$ cat config.mk
export PLATFORM = sky130hd
export DESIGN_NAME = fifo_skew_ctrl_flat
export DESIGN_NICKNAME = d
export VERILOG_FILES = /design/src/rtl/fifo_skew_ctrl_if.sv /design/src/rtl/fifo_skew_ctrl.sv /design/src/flat_wrapper.sv
export SDC_FILE = /design/constraint.sdc
export NUM_CORES = 1
export LEC_CHECK = 0
export ABC_CLOCK_PERIOD_IN_PS = 2900
export CAP_MARGIN = 20
export CORE_ASPECT_RATIO = 0.6
export CORE_MARGIN = 4
export CORE_UTILIZATION = 45
export DETAILED_ROUTE_END_ITERATION = 16
export GPL_TIMING_DRIVEN = 0
export HOLD_SLACK_MARGIN = 0.15
export PLACE_DENSITY_LB_ADDON = 0.15
export SYNTH_ARGS = -nofsm -noshare
export SYNTH_HDL_FRONTEND = slang
export SYNTH_SLANG_ARGS = --single-unit
$ cat constraint.sdc
create_clock -name clk -period 2.9 [get_ports clk]
set_clock_uncertainty 0.1 [all_clocks]
set_input_delay 0.58 -clock clk [delete_from_list [all_inputs] [get_ports clk]]
set_output_delay 0.58 -clock clk [all_outputs]
set_load 0.01 [all_outputs]
$ cat src/rtl/fifo_skew_ctrl_if.sv
// -----------------------------------------------------------------------------
// fifo_skew_ctrl_if
// Handshake and flag bundle between the row-FIFO sequencing controller and the
// rest of the MMU feed path.
//   start_i / len_i      : tile start request and tile length (1..FIFO_DEPTH)
//   in_valid_i/in_ready_o: upstream vector handshake
//   full_i / empty_i     : per-FIFO status flags
//   wren_o / rden_o      : per-FIFO write/read enables
//   busy_o/done_o/err_o  : controller status
// Modports: slave = controller side, master = the side driving requests/flags.
// -----------------------------------------------------------------------------
interface fifo_skew_ctrl_if #(
    parameter int NUM_FIFO   = 8,
    parameter int FIFO_DEPTH = 8
);
    localparam int LW = $clog2(FIFO_DEPTH) + 1;

    logic                start_i;
    logic [LW-1:0]       len_i;
    logic                in_valid_i;
    logic                in_ready_o;
    logic [NUM_FIFO-1:0] full_i;
    logic [NUM_FIFO-1:0] empty_i;
    logic [NUM_FIFO-1:0] wren_o;
    logic [NUM_FIFO-1:0] rden_o;
    logic                busy_o;
    logic                done_o;
    logic                err_o;

    modport slave (
        input  start_i, len_i, in_valid_i, full_i, empty_i,
        output in_ready_o, wren_o, rden_o, busy_o, done_o, err_o
    );

    modport master (
        output start_i, len_i, in_valid_i, full_i, empty_i,
        input  in_ready_o, wren_o, rden_o, busy_o, done_o, err_o
    );
endinterface

$ cat src/rtl/fifo_skew_ctrl.sv
// -----------------------------------------------------------------------------
// fifo_skew_ctrl
// Sequencer for the bank of row FIFOs feeding the systolic array. Loads one
// tile of len vectors into all rows in lockstep, then drains with a one-cycle
// diagonal skew per row (row i reads in drain cycles i .. i+len-1).
//   clk, rst_n : clock, asynchronous active-low reset (shared with the FIFOs)
//   bus        : fifo_skew_ctrl_if.slave (start/len, upstream handshake,
//                FIFO flags, FIFO enables, busy/done/err status)
// Optional feature: define FIFO_SKEW_UNDERFLOW_CHK_EN to gate each read with
// its FIFO's empty flag and raise a sticky err_o when a scheduled read finds
// the FIFO empty. Without it, reads follow the schedule and err_o is 0.
// -----------------------------------------------------------------------------
module fifo_skew_ctrl #(
    parameter int NUM_FIFO   = 8,
    parameter int FIFO_DEPTH = 8
) (
    input  logic              clk,
    input  logic              rst_n,
    fifo_skew_ctrl_if.slave   bus
);
    localparam int LW   = $clog2(FIFO_DEPTH) + 1;
    localparam int TMAX = FIFO_DEPTH + NUM_FIFO - 2;
    localparam int TW   = $clog2(TMAX + 1);
    // One extra bit so i + len_q cannot overflow in the schedule compare.
    localparam int CW   = TW + 1;

    typedef enum logic [1:0] {IDLE, LOAD, DRAIN, DONE} state_t;

    state_t              state_q, state_d;
    logic [LW-1:0]       len_q, wr_cnt_q;
    logic [TW-1:0]       t_cnt_q;
    logic                busy_q, done_q;
    logic                start_ok, any_full, hs, last_wr, last_rd;
    logic [NUM_FIFO-1:0] sched;

    assign any_full = |bus.full_i;
    assign start_ok = bus.start_i && (bus.len_i != '0) && (bus.len_i <= LW'(FIFO_DEPTH));
    assign hs       = (state_q == LOAD) && bus.in_valid_i && !any_full;
    assign last_wr  = (wr_cnt_q + LW'(1)) == len_q;
    assign last_rd  = CW'(t_cnt_q) == (CW'(len_q) + CW'(NUM_FIFO - 2));

    // Diagonal drain schedule: row i reads while t_cnt is in [i, i+len_q).
    always_comb begin
        // NOTE: every always_comb output gets a default first so no path can
        // leave it unassigned and infer a latch.
        sched = '0;
        for (int i = 0; i < NUM_FIFO; i++) begin
            sched[i] = (state_q == DRAIN)
                    && (CW'(t_cnt_q) >= CW'(i))
                    && (CW'(t_cnt_q) <  CW'(i) + CW'(len_q));
        end
    end

    always_comb begin
        state_d = state_q;
        unique case (state_q)
            IDLE:    if (start_ok)      state_d = LOAD;
            LOAD:    if (hs && last_wr) state_d = DRAIN;
            DRAIN:   if (last_rd)       state_d = DONE;
            DONE:                       state_d = IDLE;
            default:                    state_d = IDLE;
        endcase
    end

    // NOTE: sequential state uses non-blocking assignments so every register
    // samples pre-edge values regardless of statement order.
    always_ff @(posedge clk or negedge rst_n) begin
        if (!rst_n) begin
            state_q  <= IDLE;
            len_q    <= '0;
            wr_cnt_q <= '0;
            t_cnt_q  <= '0;
            busy_q   <= 1'b0;
            done_q   <= 1'b0;
        end else begin
            state_q <= state_d;
            busy_q  <= (state_d == LOAD) || (state_d == DRAIN);
            done_q  <= (state_d == DONE);
            unique case (state_q)
                IDLE: if (start_ok) begin
                    len_q    <= bus.len_i;
                    wr_cnt_q <= '0;
                    t_cnt_q  <= '0;
                end
                LOAD:  if (hs)       wr_cnt_q <= wr_cnt_q + LW'(1);
                DRAIN: if (!last_rd) t_cnt_q  <= t_cnt_q + TW'(1);
                default: ;
            endcase
        end
    end

    // A single full flag stalls the whole bank so rows never drift apart.
    assign bus.in_ready_o = (state_q == LOAD) && !any_full;
    assign bus.wren_o     = {NUM_FIFO{hs}};
    assign bus.busy_o     = busy_q;
    assign bus.done_o     = done_q;

`ifdef FIFO_SKEW_UNDERFLOW_CHK_EN
    logic err_q;

    always_ff @(posedge clk or negedge rst_n) begin
        if (!rst_n) begin
            err_q <= 1'b0;
        end else if ((state_q == IDLE) && start_ok) begin
            err_q <= 1'b0;
        end else if (|(sched & bus.empty_i)) begin
            err_q <= 1'b1;
        end
    end

    // The schedule keeps advancing; an empty row simply skips its read.
    assign bus.rden_o = sched & ~bus.empty_i;
    assign bus.err_o  = err_q;
`else
    assign bus.rden_o = sched;
    assign bus.err_o  = 1'b0;
`endif

endmodule

$ cat src/flat_wrapper.sv
// flat-port wrapper written by rule: the top's interface ports become plain ports
module fifo_skew_ctrl_flat 
#(
    parameter int NUM_FIFO   = 8,
    parameter int FIFO_DEPTH = 8
)
  (clk, rst_n, bus_start_i, bus_len_i, bus_in_valid_i, bus_full_i, bus_empty_i, bus_in_ready_o, bus_wren_o, bus_rden_o, bus_busy_o, bus_done_o, bus_err_o);
  fifo_skew_ctrl_if #(.NUM_FIFO(NUM_FIFO), .FIFO_DEPTH(FIFO_DEPTH)) bus_i ();
  input  logic clk;
  input  logic rst_n;
  input wire logic [$bits(bus_i.start_i)-1:0] bus_start_i;
  input wire logic [$bits(bus_i.len_i)-1:0] bus_len_i;
  input wire logic [$bits(bus_i.in_valid_i)-1:0] bus_in_valid_i;
  input wire logic [$bits(bus_i.full_i)-1:0] bus_full_i;
  input wire logic [$bits(bus_i.empty_i)-1:0] bus_empty_i;
  output wire logic [$bits(bus_i.in_ready_o)-1:0] bus_in_ready_o;
  output wire logic [$bits(bus_i.wren_o)-1:0] bus_wren_o;
  output wire logic [$bits(bus_i.rden_o)-1:0] bus_rden_o;
  output wire logic [$bits(bus_i.busy_o)-1:0] bus_busy_o;
  output wire logic [$bits(bus_i.done_o)-1:0] bus_done_o;
  output wire logic [$bits(bus_i.err_o)-1:0] bus_err_o;
  assign bus_i.start_i = bus_start_i;
  assign bus_i.len_i = bus_len_i;
  assign bus_i.in_valid_i = bus_in_valid_i;
  assign bus_i.full_i = bus_full_i;
  assign bus_i.empty_i = bus_empty_i;
  assign bus_in_ready_o = bus_i.in_ready_o;
  assign bus_wren_o = bus_i.wren_o;
  assign bus_rden_o = bus_i.rden_o;
  assign bus_busy_o = bus_i.busy_o;
  assign bus_done_o = bus_i.done_o;
  assign bus_err_o = bus_i.err_o;
  fifo_skew_ctrl #(.NUM_FIFO(NUM_FIFO), .FIFO_DEPTH(FIFO_DEPTH)) u_core (.clk(clk), .rst_n(rst_n), .bus(bus_i));
endmodule
==> results.ini, run 1 <==
[die]
start_util_pct=47.7
fp-row-count=17
fp.dieH_um=56.8
die_w_um=89.3
core_um2=3740
ios=44
dieArea_um2=5080

[synthesis]
synth_mux_area_share_pct=2.52
syn_inst=198
synth.ff_latch_count=16
synthesis.area_um2=1790
ys_top_cells_by_area=ha_1 (26%), dfrtp_1 (22%), xnor2_1 (4.4%)
synth_fa_ha_area_share_pct=25.9
synth_compound_gate_area_share_pct=17.6
yosysTopAreaCell=ha_1
synth_top_area_share_pct=25.9
synth-xor-area-share_pct=7.35
yosys_warnings=0
yosys.area_share.simple_pct=15.1
synthArstFlopShare_pct=100
synth_top_family_by_area=adder cells
avgSynthCellArea_um2=9.02
ys_types=42
syn-num-nets=259
yosysSeqAreaShare_pct=22.4
synth_edf_count=0
ys.flop_type=dfrtp_1

[drt]
m1WireLength_mm=2.56
wl_mm=4.93
routed-wl-met2_mm=1.99
vias=1587
avgViaCountPerCell=5.31
drc=0
met3WireLength_um=348
top_layer=met4
antenna_left=0
first_iter_violations=110
wl_per_cell_um=16.5
dr.pass1.iters=4

[placement]
gp_congestion=0.860
pre_cts_ws_ns=-0.838
io_buffer_count=34
dpl.hpwl_mm=3.31

[final_layout]
diodes=0
drive_above_1_share_pct=35.3
nFillCells=287
mostFrequentLayoutCells=ha_1 (30), buf_4 (18), buf_6 (14), dfrtp_1 (14), nand2_1 (11)
syn_to_final_growth_pct=42.0
area.sequential_um2=403
final_common_cell=ha_1
nets=314
multiInputGateArea_um2=1390

[grt]
grt.total_usage_pct=19.9
grt_pass1_wl_mm=7.71
grt_antenna_before_repair=0
globalRouteOverflowTotal=0
grt_max_degree=17
grt_pass1_vias=1530

[flow_run]
maxCapViolations=0

[critical_path]
worstSetupStartpointType=flop
critPathKind=flop to output port
critical_path_required_ns=2.22
arrival_ns=2.23
end_kind=output port
cp_max_fo=5

[min_path]
hold_path.class=flop to flop

[outcome]
status=complete, but fails checks
violations=negative setup slack

[timing]
finalCritPeriodShare_pct=100
fmax_ghz=0.344
hold_viol_final=0
worstMarginPinSlew_ns=0.743
fin_hold_ws_ns=0.442
rsz0062_at_grt=yes
fin_crit_ns=2.91
slew_headroom_pct=50.3
finalSetupViolCount=1
timing.final.ws_setup_ns=-0.00928
slew_viol_final=0

[power]
power_mw=2.23
power.leakage_nw=1.22
p_per_area_nw_per_um2=879
ir_worst_vdd_mv=0.594

[clocking]
cts-htree-levels=1
clk_pin_slew_worst_paths_ns=0.06
cts_made_buffers=3
clkLatencyLatePin_ns=0.25
numClockSinks=16
postCtsHoldBufs=0
root_buffer=clkbuf_8
cts_tree=done
cts_buffer_depth=2

critical path, cell delays in order, from the launching register on:
cell	delay, ns
dfrtp_1	0.39
buf_8	0.13
inv_8	0.04
ha_4	0.16
xor2_2	0.17
ha_1	0.30
nand2_1	0.06
or3_4	0.34
o221a_4	0.27
buf_6	0.12
worst paths after layout:
check,start,end,slack (ns),cells after the start
max,u_core.len_q[2],bus_rden_o[6],-0.009,9
min,u_core.wr_cnt_q[1],u_core.wr_cnt_q[1],0.44,2
max reg2reg,u_core.len_q[2],u_core.t_cnt_q[1],0.27,11
min reg2reg,u_core.wr_cnt_q[1],u_core.wr_cnt_q[1],0.44,2
max in group asynchronous,rst_n,u_core.len_q[1],1.52,1
min in group asynchronous,rst_n,u_core.t_cnt_q[2],0.66,1
layer usage:
metal | up-vias | global-route usage (%)
li1 | 794 | -
met1 | 727 | 32.6
met2 | 60 | 26.0
met3 | 6 | 4.25
met4 | 0 | 3.40
met5 | - | 0
area by class of cell:
class                      count  share of cell area, %
buffer                        15                   5.33
clock buffer                   4                   2.17
inverter                      15                   2.86
multi-input combinational    151                   54.8
sequential                    16                   15.9
tap                           47                   2.32
timing repair buffer          50                   16.3
timing repair inverter         1                  0.296
kinds of logic after synthesis:
logic type / after synthesis
xor+xnor: 15
mux: 4
simple gates: 46
buf+inv: 31
fa+ha+maj: 37
other cells: 1
compound gates: 48
flops: 16
flip-flops by register name, summed over array words and instances, names as in the netlist:
name / count
u_core.bus.done_o: 1
u_core.state_q: 2
u_core.t_cnt_q: 4
u_core.wr_cnt_q: 4
u_core.bus.busy_o: 1
u_core.len_q: 4
what timing repair did:
action / 4_1_cts / 5_1_grt
endpoints found under the setup margin: 23 / 14
resized for setup: 122 / 16
buffers inserted: 14 / 2
gates cloned: 1 / 0
pin swaps: 19 / 10
power breakdown:
part / internal (mW) / total (mW) / leakage (nW) / switching (mW)
Combinational: 0.833 / 1.68 / 0.988 / 0.848
Clock: 0.121 / 0.203 / 0.0288 / 0.0820
Sequential: 0.273 / 0.347 / 0.201 / 0.0736
Total: 1.23 / 2.23 / 1.22 / 1.00
through the flow:
step / cells / TNS [ns] / util [%] / instance area (µm²)
3_5_place_dp: 279 / -11.02 / 58.4 / 2190
5_1_grt: 299 / -0.518 / 67.8 / 2540
2_1_floorplan: 198 / 0 / - / 1790
4_1_cts: 297 / -0.0625 / 66.4 / 2490
3_3_place_gp: 279 / -10.54 / 58.4 / 2190
6_report: 299 / -0.00928 / 67.8 / 2540
cell usage after synthesis, types with 2 or more instances:
| library cell | number |
|---|---|
| inv_1 | 15 |
| xor2_1 | 6 |
| mux2_2 | 4 |
| nor2b_1 | 4 |
| o21ai_0 | 12 |
| xnor2_1 | 9 |
| a21o_1 | 2 |
| or3_1 | 2 |
| clkbuf_1 | 6 |
| o21a_1 | 9 |
| o21ai_1 | 3 |
| ha_1 | 37 |
| buf_4 | 9 |
| or4_4 | 2 |
| nor2_1 | 4 |
| o311a_1 | 2 |
| a21oi_1 | 9 |
| nand2_1 | 11 |
| nand2b_1 | 7 |
| dfrtp_1 | 16 |
| nor3_1 | 3 |
| nand3_1 | 5 |
| o221a_2 | 2 |
No activity file was read; power rests on OpenSTA's default activity.
==> run 2, diff against run 1 <==
--- a/config.mk
+++ b/config.mk
@@ -6,7 +6,6 @@
 export NUM_CORES = 1
 export LEC_CHECK = 0
 export ABC_CLOCK_PERIOD_IN_PS = 2900
-export CAP_MARGIN = 20
 export CORE_ASPECT_RATIO = 0.6
 export CORE_MARGIN = 4
 export CORE_UTILIZATION = 45
==> results of run 2 <==
Final layout, timing and power as in run 1 (identical DEF).
==> run 3, diff against run 2 <==
--- a/config.mk
+++ b/config.mk
@@ -8,7 +8,7 @@
 export ABC_CLOCK_PERIOD_IN_PS = 2900
 export CORE_ASPECT_RATIO = 0.6
 export CORE_MARGIN = 4
-export CORE_UTILIZATION = 45
+export CORE_UTILIZATION = 28
 export DETAILED_ROUTE_END_ITERATION = 16
 export GPL_TIMING_DRIVEN = 0
 export HOLD_SLACK_MARGIN = 0.15
==> run 3 against run 2 <==
  * The run still ends with negative setup slack left
  * Non-clock buffer count is 1 lower
  * Critical path type unchanged
  * Power fell by 1.7%
  * Critical endpoint is now bus_rden_o[7]
  * First-iteration DRC count shrank 49%
  * Utilization down 26 points
  * Die area grew 53%
  * Largest power group unchanged
  * Worst hold slack lost 0.0012 ns
==> results.ini, run 3 (synthesis results as in run 1) <==
[die]
core_um2=6140
dieArea_um2=7760
fp-row-count=22
start_util_pct=29.1
die_w_um=111
fp.dieH_um=69.9
ios=44

[min_path]
hold_path.class=flop to flop
hold_start=u_core.wr_cnt_q[1]

[final_layout]
reg_top3=u_core.len_q x4, u_core.t_cnt_q x4, u_core.wr_cnt_q x4
mostFrequentLayoutCells=ha_1 (31), buf_4 (16), buf_6 (14)
nets=313
area.sequential_um2=404
multiInputGateArea_um2=1380
diodes=0
syn_to_final_growth_pct=42.6
final_common_cell=ha_1
drive_above_1_share_pct=35.2
nFillCells=590

[timing]
finalCritPeriodShare_pct=103
hold_viol_final=0
worstMarginPinSlew_ns=0.782
fin_hold_ws_ns=0.441
fmax_ghz=0.336
rsz0062_at_grt=yes
finalSetupViolCount=1
timing.final.ws_setup_ns=-0.0788
slew_headroom_pct=47.7
fin_crit_ns=2.98
slew_viol_final=0
fin_tns_setup_ns=-0.0788

[placement]
dpl.hpwl_mm=3.63
gp_congestion=0.771
io_buffer_count=34
pre_cts_ws_ns=-0.817

[critical_path]
worstSetupStartpointType=flop
critical_path_required_ns=2.22
r2r-start=u_core.len_q[2]
end_kind=output port
arrival_ns=2.30
cp_max_fo=5
critPathLaunch=u_core.len_q[1]
critPathKind=flop to output port
rrSetupSlack_ns=0.31

[drt]
dr.pass1.iters=4
wl_per_cell_um=15.3
wl_mm=5.12
antenna_left=0
avgViaCountPerCell=4.71
drc=0
vias=1573
first_iter_violations=56

[clocking]
root_buffer=clkbuf_8
numClockSinks=16
cts_tree=done
clk_pin_slew_worst_paths_ns=0.06
clkLatencyLatePin_ns=0.25
cts_buffer_depth=2
cts_made_buffers=3
cts-htree-levels=1

[grt]
grt_max_degree=17
use_met3_pct=2.42
top_usage_layer=met1
globalRouteOverflowTotal=0
use_met2_pct=16.9
use_met1_pct=22.4
grt_pass1_vias=1538
grt_pass1_wl_mm=8.23
grt_antenna_before_repair=0
grt.total_usage_pct=13.1

[power]
p_per_area_nw_per_um2=861
power.leakage_nw=1.20
ir_worst_vdd_mv=0.369

[outcome]
violations=negative setup slack
status=complete, but fails checks

[flow_run]
maxCapViolations=0

==> run 3: cell count changes in the layout (fill, tap and decap cells not counted), sizes merged <==
cell  delta
buf      -2
==> run 3: final timing paths <==
path                                      end  cells after the start
min in group asynchronous   u_core.t_cnt_q[2]                      1
min reg2reg                u_core.wr_cnt_q[1]                      2
min                        u_core.wr_cnt_q[1]                      2
max reg2reg                 u_core.t_cnt_q[2]                     10
max in group asynchronous     u_core.len_q[1]                      1
max                             bus_rden_o[7]                      9
==> run 3: repair_timing <==
action	in CTS	in global routing
buffers inserted	14	1
gates cloned	1	0
resized for setup	122	18
pin swaps	19	12
endpoints found under the setup margin	23	14
hold buffers	0	0
==> run 3: worst max-delay path: stages, from the launching register on <==
cell	delay, ns
dfrtp_2	0.45
inv_4	0.13
ha_4	0.23
ha_1	0.26
nor2b_1	0.14
o21a_1	0.17
o21ai_1	0.11
nand2b_1	0.10
a311oi_2	0.26
buf_2	0.19
==> run 3: per-layer routing <==
metal / wire length, µm / vias to the layer above
li1: - / 786
met1: 2960 / 748
met2: 1930 / 37
met3: 218 / 2
met4: 6 / 0
met5: 0 / -
==> run 3: cell type report <==
type                    count  area share (%)
flip-flops and latches     16            15.9
inverters                  15            2.85
repair buffers             49            16.0
clock buffers               3            1.62
plain buffers              15            5.16
multi-input cells         151            54.1
well taps                  84            4.13
repair inverters            1           0.295
==> run 3: stage by stage <==
step                      cell area (µm²)  utilization (%)  cells  power (mW)
after floorplan                      1790                -    198        1.21
after global placement               2230             36.4    316        1.53
after detailed placement             2230             36.4    316        1.52
after CTS                            2510             40.9    333        2.09
after global routing                 2550             41.5    334        2.39
final                                2550             41.5    334        2.19
==> run 3: power breakdown <==
part | total (mW) | internal, mW | switching (mW)
registers | 0.350 | 0.275 | 0.0757
clock network | 0.169 | 0.0922 | 0.0768
logic | 1.67 | 0.823 | 0.851
total | 2.19 | 1.19 | 1.00
